`src/rtl/apb_demux_pkg.sv`:
```
// apb_demux_pkg: shared FSM state encoding and default address map
// for the APB 1-to-N demultiplexer.
package apb_demux_pkg;

  typedef enum logic [2:0] {
    IDLE   = 3'd0,
    SETUP  = 3'd1,
    ACCESS = 3'd2,
    DONE   = 3'd3,
    ERR    = 3'd4
  } state_t;

  // Default map for four slaves: slave i decodes the 256 MB window at i<<28.
  localparam logic [127:0] DEFAULT_SLAVE_BASE = {
    32'h3000_0000, 32'h2000_0000, 32'h1000_0000, 32'h0000_0000
  };
  localparam logic [127:0] DEFAULT_SLAVE_MASK = {4{32'hF000_0000}};

  // Slave index width; a single-slave build still needs one index bit.
  function automatic int idx_width(input int n);
    return (n > 1) ? $clog2(n) : 1;
  endfunction

endpackage

```
`src/rtl/apb_addr_decoder.sv`:
```
// apb_addr_decoder: combinational base/mask window match; lowest index
// wins when windows overlap.
module apb_addr_decoder #(
  parameter int                                           NUM_APB_SLAVES = 4,
  parameter int                                           APB_ADDR_WIDTH = 32,
  parameter int                                           IDX_W          = 2,
  parameter logic [NUM_APB_SLAVES*APB_ADDR_WIDTH-1:0]     SLAVE_BASE     = '0,
  parameter logic [NUM_APB_SLAVES*APB_ADDR_WIDTH-1:0]     SLAVE_MASK     = '0
) (
  input  logic [APB_ADDR_WIDTH-1:0] PADDR,
  output logic                      hit,
  output logic [IDX_W-1:0]          idx
);

  // Scan upward and keep only the first matching window.
  always_comb begin
    hit = 1'b0;
    idx = '0;
    for (int unsigned i = 0; i < NUM_APB_SLAVES; i++) begin
      if (!hit &&
          ((PADDR & SLAVE_MASK[i*APB_ADDR_WIDTH +: APB_ADDR_WIDTH]) ==
           SLAVE_BASE[i*APB_ADDR_WIDTH +: APB_ADDR_WIDTH])) begin
        hit = 1'b1;
        idx = IDX_W'(i);
      end
    end
  end

endmodule

```
`src/rtl/apb_demux.sv`:
```
// apb_demux: APB 1-to-N demultiplexer. Captures one upstream transfer,
// replays it as SETUP/ACCESS on the decoded slave and returns a registered
// response; unmapped addresses complete with PSLVERR.
// Optional feature macro: APB_DEMUX_TIMEOUT_EN (downstream access timeout).
module apb_demux
  import apb_demux_pkg::*;
#(
  parameter int                                       NUM_APB_SLAVES = 4,
  parameter int                                       APB_ADDR_WIDTH = 32,
  parameter int                                       APB_DATA_WIDTH = 32,
  parameter int                                       APB_STRB_WIDTH = 4,
  parameter logic [NUM_APB_SLAVES*APB_ADDR_WIDTH-1:0] SLAVE_BASE     = DEFAULT_SLAVE_BASE,
  parameter logic [NUM_APB_SLAVES*APB_ADDR_WIDTH-1:0] SLAVE_MASK     = DEFAULT_SLAVE_MASK,
  parameter int                                       TIMEOUT_CYCLES = 256
) (
  input  logic                                           PCLK,
  input  logic                                           PRESET,
  input  logic                                           PSEL_s,
  input  logic                                           PENABLE_s,
  input  logic                                           PWRITE_s,
  input  logic [APB_ADDR_WIDTH-1:0]                      PADDR_s,
  input  logic [APB_DATA_WIDTH-1:0]                      PWDATA_s,
  input  logic [APB_STRB_WIDTH-1:0]                      PSTRB_s,
  input  logic [2:0]                                     PPROT_s,
  output logic [APB_DATA_WIDTH-1:0]                      PRDATA_s,
  output logic                                           PREADY_s,
  output logic                                           PSLVERR_s,
  output logic [NUM_APB_SLAVES-1:0]                      PSEL_m,
  output logic [NUM_APB_SLAVES-1:0]                      PENABLE_m,
  output logic [NUM_APB_SLAVES-1:0]                      PWRITE_m,
  output logic [NUM_APB_SLAVES-1:0][APB_ADDR_WIDTH-1:0]  PADDR_m,
  output logic [NUM_APB_SLAVES-1:0][APB_DATA_WIDTH-1:0]  PWDATA_m,
  output logic [NUM_APB_SLAVES-1:0][APB_STRB_WIDTH-1:0]  PSTRB_m,
  output logic [NUM_APB_SLAVES-1:0][2:0]                 PPROT_m,
  input  logic [NUM_APB_SLAVES-1:0][APB_DATA_WIDTH-1:0]  PRDATA_m,
  input  logic [NUM_APB_SLAVES-1:0]                      PREADY_m,
  input  logic [NUM_APB_SLAVES-1:0]                      PSLVERR_m
);

  localparam int IDX_W = idx_width(NUM_APB_SLAVES);

  if (TIMEOUT_CYCLES < 1) begin : g_bad_timeout
    $error("apb_demux: TIMEOUT_CYCLES must be at least 1");
  end

  state_t                    state_q, state_d;
  logic [APB_ADDR_WIDTH-1:0] addr_q;
  logic                      write_q;
  logic [APB_DATA_WIDTH-1:0] wdata_q;
  logic [APB_STRB_WIDTH-1:0] strb_q;
  logic [2:0]                prot_q;
  logic [IDX_W-1:0]          idx_q;
  logic [APB_DATA_WIDTH-1:0] rdata_q;
  logic                      err_q;
  logic                      abort_q;

  logic                      dec_hit;
  logic [IDX_W-1:0]          dec_idx;
  logic                      capture;
  logic                      sel_ready;
  logic                      expired;

  apb_addr_decoder #(
    .NUM_APB_SLAVES (NUM_APB_SLAVES),
    .APB_ADDR_WIDTH (APB_ADDR_WIDTH),
    .IDX_W          (IDX_W),
    .SLAVE_BASE     (SLAVE_BASE),
    .SLAVE_MASK     (SLAVE_MASK)
  ) u_decoder (
    .PADDR (PADDR_s),
    .hit   (dec_hit),
    .idx   (dec_idx)
  );

  assign capture   = (state_q == IDLE) && PSEL_s && !PENABLE_s;
  assign sel_ready = PREADY_m[idx_q];

`ifdef APB_DEMUX_TIMEOUT_EN
  localparam int CNT_W = $clog2(TIMEOUT_CYCLES + 1);
  logic [CNT_W-1:0] cnt_q;

  // Saturating count of access cycles spent waiting on the slave.
  always_ff @(posedge PCLK) begin
    if (PRESET) begin
      cnt_q <= '0;
    end else if (state_q == SETUP) begin
      cnt_q <= '0;
    end else if (state_q == ACCESS && !sel_ready && cnt_q != CNT_W'(TIMEOUT_CYCLES)) begin
      cnt_q <= cnt_q + 1'b1;
    end
  end

  // This is the last allowed not-ready cycle; a same-cycle PREADY still wins.
  assign expired = (state_q == ACCESS) && !sel_ready &&
                   (cnt_q == CNT_W'(TIMEOUT_CYCLES - 1));
`else
  assign expired = 1'b0;
`endif

  // FSM state register.
  always_ff @(posedge PCLK) begin
    if (PRESET) state_q <= IDLE;
    else        state_q <= state_d;
  end

  // Request capture on an upstream setup phase seen while idle.
  always_ff @(posedge PCLK) begin
    if (PRESET) begin
      addr_q  <= '0;
      write_q <= 1'b0;
      wdata_q <= '0;
      strb_q  <= '0;
      prot_q  <= '0;
      idx_q   <= '0;
    end else if (capture) begin
      addr_q  <= PADDR_s;
      write_q <= PWRITE_s;
      wdata_q <= PWDATA_s;
      strb_q  <= PSTRB_s;
      prot_q  <= PPROT_s;
      idx_q   <= dec_idx;
    end
  end

  // Response registers and upstream-abort tracking.
  always_ff @(posedge PCLK) begin
    if (PRESET) begin
      rdata_q <= '0;
      err_q   <= 1'b0;
      abort_q <= 1'b0;
    end else begin
      if (capture) begin
        abort_q <= 1'b0;
      end else if ((state_q == SETUP || state_q == ACCESS) && !PSEL_s) begin
        abort_q <= 1'b1;
      end
      if (state_q == ACCESS && sel_ready) begin
        rdata_q <= PRDATA_m[idx_q];
        err_q   <= PSLVERR_m[idx_q];
      end else if (expired) begin
        rdata_q <= '0;
        err_q   <= 1'b1;
      end
    end
  end

  // Next-state decode and output drive from the current state.
  always_comb begin
    state_d   = state_q;
    PRDATA_s  = '0;
    PREADY_s  = 1'b0;
    PSLVERR_s = 1'b0;
    PSEL_m    = '0;
    PENABLE_m = '0;
    PWRITE_m  = '0;
    PADDR_m   = '0;
    PWDATA_m  = '0;
    PSTRB_m   = '0;
    PPROT_m   = '0;
    case (state_q)
      IDLE: begin
        if (capture) state_d = dec_hit ? SETUP : ERR;
      end
      SETUP, ACCESS: begin
        PSEL_m[idx_q]    = 1'b1;
        PENABLE_m[idx_q] = (state_q == ACCESS);
        PWRITE_m[idx_q]  = write_q;
        PADDR_m[idx_q]   = addr_q;
        PWDATA_m[idx_q]  = wdata_q;
        PSTRB_m[idx_q]   = strb_q;
        PPROT_m[idx_q]   = prot_q;
        if (state_q == SETUP)          state_d = ACCESS;
        else if (sel_ready || expired) state_d = DONE;
      end
      DONE: begin
        // An aborted requester is no longer listening; swallow the response.
        if (!abort_q) begin
          PREADY_s  = 1'b1;
          PSLVERR_s = err_q;
          PRDATA_s  = rdata_q;
        end
        state_d = IDLE;
      end
      ERR: begin
        PREADY_s  = 1'b1;
        PSLVERR_s = 1'b1;
        state_d   = IDLE;
      end
      default: state_d = IDLE;
    endcase
  end

endmodule

```
`config.mk`:
```
export PLATFORM = sky130hd
export DESIGN_NAME = apb_demux
export DESIGN_NICKNAME = d
export VERILOG_FILES = /design/src/rtl/apb_demux_pkg.sv /design/src/rtl/apb_addr_decoder.sv /design/src/rtl/apb_demux.sv
export SDC_FILE = /design/constraint.sdc
export NUM_CORES = 1
export LEC_CHECK = 0
export ABC_AREA = 1
export BUFFER_PORTS_ARGS = -buffer_cell sky130_fd_sc_hd__buf_2
export CORE_AREA = 8 8 204 206
export CTS_BUF_LIST = sky130_fd_sc_hd__clkbuf_4 sky130_fd_sc_hd__clkbuf_8
export DETAILED_ROUTE_END_ITERATION = 10
export DIE_AREA = 0 0 212 214
export GPL_ROUTABILITY_DRIVEN = 0
export PLACE_DENSITY = 0.51
export SYNTH_ARGS = -nofsm -noshare
export SYNTH_HDL_FRONTEND = slang
export SYNTH_SLANG_ARGS = --single-unit
```
`constraint.sdc`:
```
create_clock -name PCLK -period 2.8 [get_ports PCLK]
set_input_delay 0.42 -clock PCLK [delete_from_list [all_inputs] [get_ports PCLK]]
set_output_delay 0.42 -clock PCLK [all_outputs]
set_load 0.01 [all_outputs]
```
==> metrics.yaml, run 1 <==
status:
  status: "finished clean"
setup_path:
  crit_path_max_fanout: 61
  path_common_cell: "inv_2"
  critPathBufInv: 4
  cp_slowest_cell: "dfxtp_1"
  r2r-start: "idx_q[1]$_SDFFE_PP0P_"
  crit_required_ps: 2380
  crit_arrival_ps: 2180
  crit_chain: "nor2_2 -> inv_2 -> nor2_4 -> inv_2 -> nand2_4 -> nand3_4 -> buf_12 -> nor2_1 -> buf_2"
  start_kind: "flip-flop"
  cp_top_family: "simple AND/OR/NAND/NOR gates"
  slowest_delay_ps: 340
  critical_path_class: "reg2out"
  critPathCaptureType: "output pin"
  startpoint: "state_q[2]$_SDFFE_PP0P_"
floorplan:
  ioPinCount: 542
  initial_core_util_pct: 18.0
  num_rows: 72
  die_x_um: 212
  core_mm2: 0.0383
  die_h_um: 214
  die_area_mm2: 0.0454
layout:
  final_common_cell: "buf_2"
  fin_nets: 1897
  drive_above_1_share_pct: 35.4
  postLayoutCoreUtil_pct: 26.8
  mostFrequentLayoutCells: "541 x buf_2, 392 x nor2_1, 148 x nand2_1"
  fillCellCount: 4403
  area_delta_synth_final_pct: 49.0
  instances_no_fill: 2209
clocking:
  clock_tree.buffer_depth: 2
  h-tree-depth: 3
  cts_tree: "done"
  cts_hold_buf: 0
  clk_latency_ps: 410
  cts_sinks: 111
  numCtsBuffers: 9
  cts-root-buf: "clkbuf_8"
  clk_pin_slew_ps: 100
sta:
  finalMaxSlewViolations: 0
  fin_crit_sh_pct: 92.7
  fin_crit_ps: 2600
  rsz0062_at_grt: "no"
  setup-violations-final: 0
  hold_violations: 0
  holdWs_ps: 227
  tightest_slew_ps: 1080
  fin_setup_tns_ps: 0
  max_slew_margin_pct: 28.2
  max_freq_mhz: 385
  fin_skew_ps: 27.9
global_routing:
  grt_pass1_wl_um: 53200
  gr-usage-all-layers_pct: 14.7
  grt_pass1_vias: 9312
  grt_overflow: 0
  antenna_found_initial: 1
  grt_start_max_net_pins: 74
routing:
  antenna_left: 0
  num_vias: 9535
  drc_errors: 0
  drtIter0Drc: 640
  wl_um: 35600
  drtPass1Iterations: 7
  vias_per_cell: 4.32
  post_drt_wl_per_cell_um: 16.1
synthesis:
  ys_seq_area_share_pct: 32.3
  synthDistinctLibCells: 23
  ys_ff_latch: 111
  synth_fp_nets: 1417
  yosys_warnings: 0
  avgSynthCellArea_um2: 5.72
  syn-instance-count: 1205
  syn-cell-area_mm2: 0.00689
  yosys-top-cells-area: "dfxtp_1 32%, nor2_1 21%, nand3_1 9.9%"
  synth_top_area_share_pct: 32.3
  yosysTopAreaCell: "dfxtp_1"
min_path:
  hold_class: "in2reg"
  worstHoldStart: "PRESET"
placed_design:
  hpwl_um: 27400
  io_buffer_count: 541
  place_inst: 2187
pwr:
  p_leak_nw: 5.44
  powerDensity_mw_per_mm2: 396
  total_power_mw: 4.07
  ir_worst_vdd_mv: 0.249
job:
  drv_cap: 0
## registers in the layout, summed over array words and instances (netlist names)
name / flops
rdata_q: 32
idx_q: 2
err_q: 1
write_q: 1
state_q: 3
wdata_q: 32
prot_q: 3
abort_q: 1
addr_q: 32
strb_q: 4
## layer usage
layer / GRT usage, % / share of wire (%) / wire length, µm
met2: 26.2 / 49 / 17400
met1: 17.0 / 41 / 14500
met4: 4.26 / 1.9 / 677
met3: 3.87 / 8.7 / 3090
met5: 0 / 0 / 0
## metrics by stage
step | area [µm²] | setup slack (ps)
after floorplan | 6890 | 1120
after global placement | 10000 | 314
after detailed placement | 10000 | 273
after CTS | 10200 | 39.0
after global routing | 10300 | 67.3
final | 10300 | 204
## repair_timing
item | in CTS | in global routing
buffers inserted | 0 | 4
pin swaps | 1 | 2
cloned | 1 | 0
gates resized for setup | 1 | 1
setup endpoints to repair | 60 | 60
## synth_stat cells (all sizes together)
master	count
a31oi	1
nand2	154
nand4	2
o21ai	76
a21oi	105
and3	1
nand3	137
clkbuf	25
nor3	4
nor2	395
dfxtp	111
buf	72
inv	122
## cell families (layout without fill, tap and decap cells)
family	Yosys count	count (layout)	share of synthesized area, %
other	0	1	0
buffers and inverters	219	703	13.5
DFF	111	111	32.3
AOI/OAI and AO/OA	182	182	13.2
and+or+nand+nor	693	694	41.0
## layout make-up
type | instances | area [µm²] | share of cell area [%]
Sequential cell | 111 | 2220 | 21.7
Tap cell | 518 | 648 | 6.31
Antenna cell | 1 | 2.50 | 0.0244
Timing Repair Buffer | 565 | 2960 | 28.8
Inverter | 122 | 459 | 4.47
Multi-Input combinational cell | 876 | 3760 | 36.6
Clock inverter | 5 | 63.8 | 0.622
Clock buffer | 11 | 151 | 1.47
## report_power, final
part	switching, mW	total, mW	internal (mW)
clock	0.613	1.08	0.470
combinational	0.812	1.19	0.382
sequential	0.0517	1.79	1.74
## path summary, 6_finish.rpt
check                             to  slack, ps  cells after the start
min reg2reg     abort_q$_SDFFE_PP0P_        480                      2
max reg2reg  rdata_q[5]$_SDFFE_PP0P_        820                      8
max                    PWDATA_m[104]        200                      9
min          state_q[1]$_SDFFE_PP0P_        230                      2
Note: power is estimated with default switching activity, not from simulation.
==> run 2: changes to the inputs <==
--- a/config.mk
+++ b/config.mk
@@ -9,10 +9,12 @@
 export BUFFER_PORTS_ARGS = -buffer_cell sky130_fd_sc_hd__buf_2
 export CORE_AREA = 8 8 204 206
 export CTS_BUF_LIST = sky130_fd_sc_hd__clkbuf_4 sky130_fd_sc_hd__clkbuf_8
+export CTS_CLUSTER_SIZE = 24
 export DETAILED_ROUTE_END_ITERATION = 10
 export DIE_AREA = 0 0 212 214
 export GPL_ROUTABILITY_DRIVEN = 0
 export PLACE_DENSITY = 0.51
 export SYNTH_ARGS = -nofsm -noshare
 export SYNTH_HDL_FRONTEND = slang
+export SYNTH_HIERARCHICAL = 1
 export SYNTH_SLANG_ARGS = --single-unit
==> run 2 against run 1 <==
Net effect: setup slack worse by 66 ps; clock power fell by 11%; maximum frequency shrank 2.5%; sequential share of layout area about the same; combinational power up 29%; critical path depth down 2; critical path type unchanged; critical endpoint is now PWDATA_m[21]; largest cell class unchanged; highest routed layer unchanged.
==> metrics.yaml, run 2 <==
synthesis:
  yosys_most_used_dff: "dfxtp_1"
  synth_edf_count: 0  # unchanged
  synth_fp_nets: 1423  # +0.42%
  syn-instance-count: 1211  # +0.50%
  yosys-top-cells-area: "dfxtp_1 32%, nor2_1 21%, nand3_1 9.6%"
  ys_ff_latch: 111  # unchanged
  synth_top_area_share_pct: 31.8  # -0.41 points
  ys_seq_area_share_pct: 31.8  # -0.41 points
  avgSynthCellArea_um2: 5.76  # +0.79%
  syn-cell-area_mm2: 0.00698  # +1.3%
  synthDistinctLibCells: 23  # unchanged
  async_reset_ff_share_pct: 0  # unchanged
  yosysMostFrequentCell: "nor2_1"
  ys_top_cells_by_count: "395 x nor2_1, 145 x nand2_1, 134 x nand3_1"
  yosys_warnings: 6  # +6
  yosysTopAreaCell: "dfxtp_1"
sta:
  max_slew_margin_pct: 57.3  # +29 points
  hold_violations: 0  # unchanged
  fin_crit_ps: 2660  # +65.8 ps
  fin_crit_sh_pct: 95.1  # +2.4 points
  tightest_slew_ps: 640  # -436 ps
  setup-violations-final: 0  # unchanged
  rsz0062_at_grt: "no"
  fin_setup_tns_ps: 0  # unchanged
  holdWs_ps: 213  # -13.5 ps
  max_freq_mhz: 376  # -2.5%
  fin_skew_ps: 18.1  # -9.78 ps
  finalMaxSlewViolations: 0  # unchanged
layout:
  instances_no_fill: 2215  # +0.27%
  final_common_cell: "buf_2"
  multi_input_area_mm2: 0.00378  # +0.67%
  drive_above_1_share_pct: 35.6  # +0.17 points
  fillCellCount: 4408  # +0.11%
  ff_latch_area_mm2: 0.00222  # unchanged
  largestRegisters: "addr_q (32), rdata_q (32), wdata_q (32)"
  area_delta_synth_final_pct: 47.2
  mostFrequentLayoutCells: "541 x buf_2, 395 x nor2_1, 144 x nand2_1"
  fin_nets: 1903  # +0.32%
setup_path:
  startpoint: "state_q[1]$_SDFFE_PP0P_"
  r2r-start: "idx_q[1]$_SDFFE_PP0P_"
  crit_path_max_fanout: 73  # +20%
  timing.rr.end: "rdata_q[27]$_SDFFE_PP0P_"
  crit_arrival_ps: 2240  # +60 ps
  crit_chain: "inv_1 -> nand3_2 -> nand2_2 -> nand2_2 -> buf_6 -> nor2_1 -> buf_2"
  start_kind: "flip-flop"
  critPathCaptureType: "output pin"
  path_common_cell: "nand2_2"
  critical_path_class: "reg2out"
  crit_required_ps: 2380  # about the same
  rrSetupSlack_ps: 800  # -20 ps
  slowest_delay_ps: 440  # +100 ps
  rr_worst_depth: 8  # unchanged
  cp_slowest_cell: "dfxtp_1"
routing:
  num_vias: 9498  # -0.39%
  wl_um: 36000  # +1.2%
  post_drt_wl_per_cell_um: 16.3  # +0.90%
  vias_per_cell: 4.29  # -0.66%
  drtPass1Iterations: 5  # -2
  drc_errors: 0  # unchanged
  drtIter0Drc: 653  # +2.0%
  antenna_left: 0  # unchanged
floorplan:
  core_mm2: 0.0383  # unchanged
  die_area_mm2: 0.0454  # unchanged
  num_rows: 72  # unchanged
  initial_core_util_pct: 18.2  # +0.23 points
  die_x_um: 212  # unchanged
  ioPinCount: 542  # unchanged
  die_h_um: 214  # unchanged
global_routing:
  grt_pass1_vias: 9270  # -0.45%
  grt_overflow: 0  # unchanged
  grt_pass1_wl_um: 52900  # -0.67%
  gr-usage-all-layers_pct: 14.6  # -0.12 points
  antenna_found_initial: 1  # unchanged
  grt_start_max_net_pins: 105  # +42%
clocking:
  cts_setup_buffers: 0  # unchanged
  h-tree-depth: 3  # unchanged
  cts_hold_buf: 0  # unchanged
  cts_sinks: 111  # unchanged
  clock_tree.buffer_depth: 2  # unchanged
  numCtsBuffers: 9  # unchanged
  clk_latency_ps: 400  # about the same
  clk_pin_slew_ps: 120  # +20 ps
  cts-root-buf: "clkbuf_8"
  cts_tree: "done"
placed_design:
  io_buffer_count: 541  # unchanged
  hpwl_um: 28400  # +3.7%
  place_inst: 2197  # +0.46%
pwr:
  ir_worst_vdd_mv: 0.200  # -20%
  p_leak_nw: 5.47  # +0.49%
  powerDensity_mw_per_mm2: 420  # +6.1%
min_path:
  hold_class: "in2reg"
  worstHoldStart: "PRESET"
  whs_path_depth: 2  # unchanged
  holdPathEnd: "state_q[2]$_SDFFE_PP0P_"
job:
  drv_cap: 0  # unchanged
status:
  status: "finished clean"
[run 2: changes by cell type in the layout (fill, tap and decap cells not counted), moves of 2 or more]
cell and change:
inv_1 +2, a21oi_1 +4, clkbuf_8 -2, nand3_1 -2
buf_4 +3, nand2_1 -4, nand3_2 +2, clkinv_2 +2
o21ai_1 +18, nor2_1 +3, o21ai_0 -18
[run 2: area by class of cell]
class                   instances  area share [%]
multi-input cells             878            36.8
flip-flops and latches        111            21.7
inverters                     124            4.54
well taps                     518            6.31
diodes                          1          0.0244
clock inverters                 7           0.536
clock buffers                   9            1.21
repair buffers                567            28.9
[run 2: logic make-up after synthesis]
kind of cell | count (synthesis) | synth area share, %
AND/OR/NAND/NOR | 691 | 40.5
buffers and inverters | 223 | 14.3
flip-flops | 111 | 31.8
AO/OA/AOI/OAI | 186 | 13.4
[run 2: metal layers]
metal,track usage (%),share of wire [%]
met1,16.4,40
met2,25.8,49
met3,3.87,8.5
met4,5.56,2.5
met5,0,0
[run 2: worst max path at each step]
stage | cells past startpoint | endpoint
after floorplan | 6 | PADDR_m[88]
after global placement | 7 | PADDR_m[70]
after detailed placement | 7 | PADDR_m[70]
after CTS | 7 | PADDR_m[110]
after global routing | 7 | PADDR_m[96]
final | 7 | PWDATA_m[21]
[run 2: where the power goes]
group,total [mW],switching [mW],leakage [nW],internal [mW]
Sequential,1.82,0.0708,0.909,1.75
Combinational,1.54,1.07,4.47,0.470
Clock,0.958,0.622,0.0919,0.336
[run 2: stage by stage]
step	instance area, µm²	util (%)	worst slack [ps]	power [mW]
after global placement	10100	26.3	452	3.37
after CTS	10300	26.8	8.44	4.39
after global routing	10300	26.8	3.53	4.65
after floorplan	6980	-	1180	2.85
after detailed placement	10100	26.3	412	3.39
final	10300	26.8	138	4.32
[run 2: critical path, delay by kind of cell (launching register included)]
kind / cells / cell delay [ps]
buf+inv: 3 / 730
simple gates: 4 / 550
flops: 1 / 440
[run 2: what timing repair did]
item | CTS | global route
gates cloned | 0 | 1
pin swaps | 0 | 1
gates resized for setup | 1 | 1
hold endpoints to repair | 0 | 0
setup endpoints to repair | 55 | 116
